### src/rtl/pwm_pkg.sv
// pwm_pkg: shared constants for the PWM generator
package pwm_pkg;
    localparam int PWM_WIDTH_DEFAULT = 8;
    localparam int PWM_PERIOD = 2 ** PWM_WIDTH_DEFAULT;
endpackage

### src/rtl/pwm_counter.sv
// pwm_counter: free-running period counter with a wrap pulse on the all-ones count
module pwm_counter
    import pwm_pkg::*;
#(
    parameter int WIDTH = PWM_WIDTH_DEFAULT
) (
    input  logic             clk,
    input  logic             rst_n,
    output logic [WIDTH-1:0] cnt,
    output logic             wrap
);
    always_ff @(posedge clk or negedge rst_n)
        if (!rst_n) cnt <= '0;
        else        cnt <= cnt + 1'b1;
    assign wrap = &cnt;
endmodule

### src/rtl/pwm_gen.sv
// pwm_gen: single-channel PWM with duty shadowed at each period wrap
module pwm_gen
    import pwm_pkg::*;
#(
    parameter int WIDTH = PWM_WIDTH_DEFAULT
) (
    input  logic             CLK,
    input  logic             aRSTin,
    input  logic [WIDTH-1:0] Din,
    output logic             PWM
);
    logic [WIDTH-1:0] cnt;
    logic [WIDTH-1:0] duty_q;
    logic             wrap;
    logic             pwm_q;
    pwm_counter #(.WIDTH(WIDTH)) u_cnt (
        .clk  (CLK),
        .rst_n(aRSTin),
        .cnt  (cnt),
        .wrap (wrap)
    );
    always_ff @(posedge CLK or negedge aRSTin)
        if (!aRSTin) begin
            duty_q <= '0;
            pwm_q  <= 1'b0;
        end else begin
            duty_q <= wrap ? Din : duty_q;
            pwm_q  <= cnt < duty_q;
        end
    assign PWM = pwm_q;
endmodule

### config.mk
export PLATFORM = sky130hd
export DESIGN_NAME = pwm_gen
export DESIGN_NICKNAME = d
export VERILOG_FILES = /design/src/rtl/pwm_pkg.sv /design/src/rtl/pwm_counter.sv /design/src/rtl/pwm_gen.sv
export SDC_FILE = /design/constraint.sdc
export NUM_CORES = 1
export LEC_CHECK = 0
export ABC_CLOCK_PERIOD_IN_PS = 2830
export BUFFER_PORTS_ARGS = -buffer_cell sky130_fd_sc_hd__buf_2
export CAP_MARGIN = 5
export CORE_MARGIN = 2
export CORE_UTILIZATION = 58
export DETAILED_ROUTE_END_ITERATION = 10
export PLACE_DENSITY_LB_ADDON = 0.3
export RECOVER_POWER = 50
export SYNTH_ARGS = -nofsm -noshare
export SYNTH_HDL_FRONTEND = slang
export SYNTH_SLANG_ARGS = --single-unit
### constraint.sdc
create_clock -name CLK -period 2.83 [get_ports CLK]
set_input_delay 0.1415 -clock CLK [delete_from_list [all_inputs] [get_ports CLK]]
set_output_delay 0.1415 -clock CLK [all_outputs]
set_load 0.01 [all_outputs]
==> out/qor.csv <==
metric,value,unit
Synth async-reset ratio,1.000,
CP Cell Sequence,"ha_1, nand3_1, nor3_4, mux2_2",
CP endpoint kind,flop,
# rows,13,
starting DRC count in detailed routing,5,
CTS Root Cell,clkbuf_4,
Highest Clock Rate,0.5925,GHz
largest family of logic cells by synthesized area,adder cells,
Yosys warning total,0,
mux contribution to synthesized area,0.1101,
grt total ovfl,0,
largest net degree at the start of global routing,18,
"EDFF count, synth",0,
Post-route DRC,0,
Nets,104,
Worst Reg-to-Reg Cells,4,
Pwr Total,378.3,uW
leading area contributor after synthesis,dfrtp_1,
top_reg_cell synth,dfrtp_1,
status,"finished, final reports clean",
RePlAce Congestion,0.7346,
relative slew slack,0.4227,
crit path capture,duty_q[2],
Post-Synthesis Net Count,88,
crit path launch type,flop,
placed wire-length estimate,1.030,mm
number of synthesized register bits,17,
full die area,1727,um^2
TNS Setup,0,ns
n_diodes,0,
P_leak,0.4859,nW
Non-Filler Instances,100,
Post-synth top cells,"dfrtp_1, inv_1, ha_1, mux2_2, nand3_1",
initial antenna violation count,0,
Fin. Hold Viols,0,
Wirelength per Cell,12.94,um
area grow syn2layout,12.69,%
Pint,302.5,uW
clk sinks,17,
Power Density,410.2,nW/um^2
Adder-Cell Fraction of Synth Area,0.1223,
final worst path period share,0.5964,
Worst Setup SP,u_cnt.cnt[0],
die extent in x,41.56,um
Tot GR Track Use,0.1837,
max-slew violations,0,
register-to-register setup slack,1.14,ns
"Distinct cells, synth",15,
Initial Utilization,0.6211,
hold path startpoint,Din[6],
Crit-path slowest cell,dfrtp_1,
"top cells by area, synth","dfrtp_1, ha_1, mux2_2",
FF-to-FF Start,u_cnt.cnt[0],
Gate power share,0.029,
DR pass1 iterations,5,
post-synthesis compound-gate area fraction,0.03976,
Critical Path Fanout Max,8,
Crit path arrival time,1.86,ns
switching portion of total power,0.2004,
critical path type,flop to flop,
xor/xnor share of the synthesized area,0.06422,
PortBufs,10,
Clock Tree Buf Depth,2,
Synth top area share,0.5199,
Max Cap Viol,0,
Worst Skew,0.001533,ns
Tmin final,1.688,ns
Hold Crit Class,input port to flop,
placed insts,95,
ANT nets after route,0,
total CTS buffers,3,
final WL,1.294,mm
Sw Pwr,75.80,uW
"Clk Latency, worst-skew pair",0.28,ns
Die Height,41.56,um
Sequential Power Share,0.642,
crit-path max cell delay,0.43,ns
simple-gate share of the synthesized area,0.09786,
H-tree levels,1,
first-pass GRT wire length,2.415,mm
final setup violation count,0,
mapped cell area,818.3,um^2
Core Area,1318,um^2
"Seq/Total Area, Yosys",0.5199,
layout cells sized above 1,0.2471,
via count,522,
worst slew pin tran,0.8660,ns
Clock power frac,0.329,
top-count cell post-synth,dfrtp_1,
clock transition at the registers of the reported paths,0.09,ns
total setup buffers inserted after CTS,0,
Required @ worst endpoint,3.00,ns
Mean Syn Cell Area,11.69,um^2
maximum vdd drop,0.0002326,V
instance count of the mapped netlist,70,
vias per inst,5.220,
FF-to-FF End,duty_q[2],
unrepaired setup endpoints after global routing,false,
vias in the first global route,594,
CTS tree,yes,
boundary pin count,11,
## how the worst min path moves through the flow
stage	to	slack, ns	cells after the start
finish	duty_q[6]	0.08	2
global route	duty_q[3]	0.08	2
CTS	duty_q[6]	0.07	2
detailed placement	u_cnt.cnt[3]	0.08	1
global placement	u_cnt.cnt[2]	0.07	1
floorplan	PWM	-0.15	0
## power groups by stage
stage | sequential, mW | combinational [mW] | clock [mW]
after floorplan | 0.248 | 0.0000934 | 0
after global placement | 0.248 | 0.0100 | 0
after detailed placement | 0.248 | 0.0106 | 0
after CTS | 0.243 | 0.0118 | 0.130
after global routing | 0.243 | 0.0132 | 0.136
final | 0.243 | 0.0110 | 0.125
## kinds of logic (layout without fill, tap and decap cells)
group	after synthesis	count (layout)
flops	17	17
simple gates	15	15
buf+inv	10	25
fa+ha+maj	8	8
mux	8	8
compound gates	6	6
xor+xnor	6	6
## final cells by class
| type | instances | area, um^2 |
|---|---|---|
| timing repair buffer | 11 | 58.81 |
| inverter | 10 | 37.54 |
| clock buffer | 4 | 26.28 |
| fill | 100 | 395.4 |
| multi-input combinational | 43 | 355.3 |
| sequential | 17 | 425.4 |
| tap | 15 | 18.77 |
## critical path, delay by kind of cell, from the launching register on
kind                     cells  cell delay [ns]
flip-flops                   1             0.43
multiplexers                 1             0.39
adder cells (fa/ha/maj)      1             0.21
AND/OR/NAND/NOR              2             0.55
## cell usage in the layout, fill, tap and decap left out, types with 2 or more instances in the layout
master and instances:
dfrtp_1 17, inv_1 10, buf_2 9, mux2_2 8
ha_1 8, nand3_1 5, nor2_1 4, a21oi_1 4
xnor2_1 3, nand2_1 3, xor2_1 3, clkbuf_4 3
clkbuf_1 2
## sequential cells by signal, summed over array words and instances, names as in the netlist
name	cells
PWM	1
u_cnt.cnt	8
duty_q	8
## metal layers
layer,vias up,share of wire,GRT usage
li1,260,-,-
met1,252,0.43,0.2184
met2,8,0.52,0.3156
met3,2,0.033,0.03043
met4,0,0.011,0.09677
met5,-,0,0
## stage by stage
step | worst slack (ns) | cell area [um^2] | util | hold WS, ns
2_1_floorplan | 1.320 | 818.3 | - | -0.1541
3_3_place_gp | 1.207 | 887.1 | 0.6733 | 0.07323
3_5_place_dp | 1.145 | 887.1 | 0.6733 | 0.07999
4_1_cts | 1.129 | 923.4 | 0.7009 | 0.07288
5_1_grt | 1.032 | 922.1 | 0.6999 | 0.08235
6_report | 1.142 | 922.1 | 0.6999 | 0.08284
## what timing repair did
item | CTS | global route
hold buffers | 1 | 0
setup endpoints to repair | 0 | 0
resized for setup | 0 | 0
hold endpoints to repair | 17 | 0
Power figures use the tool's default switching activity.
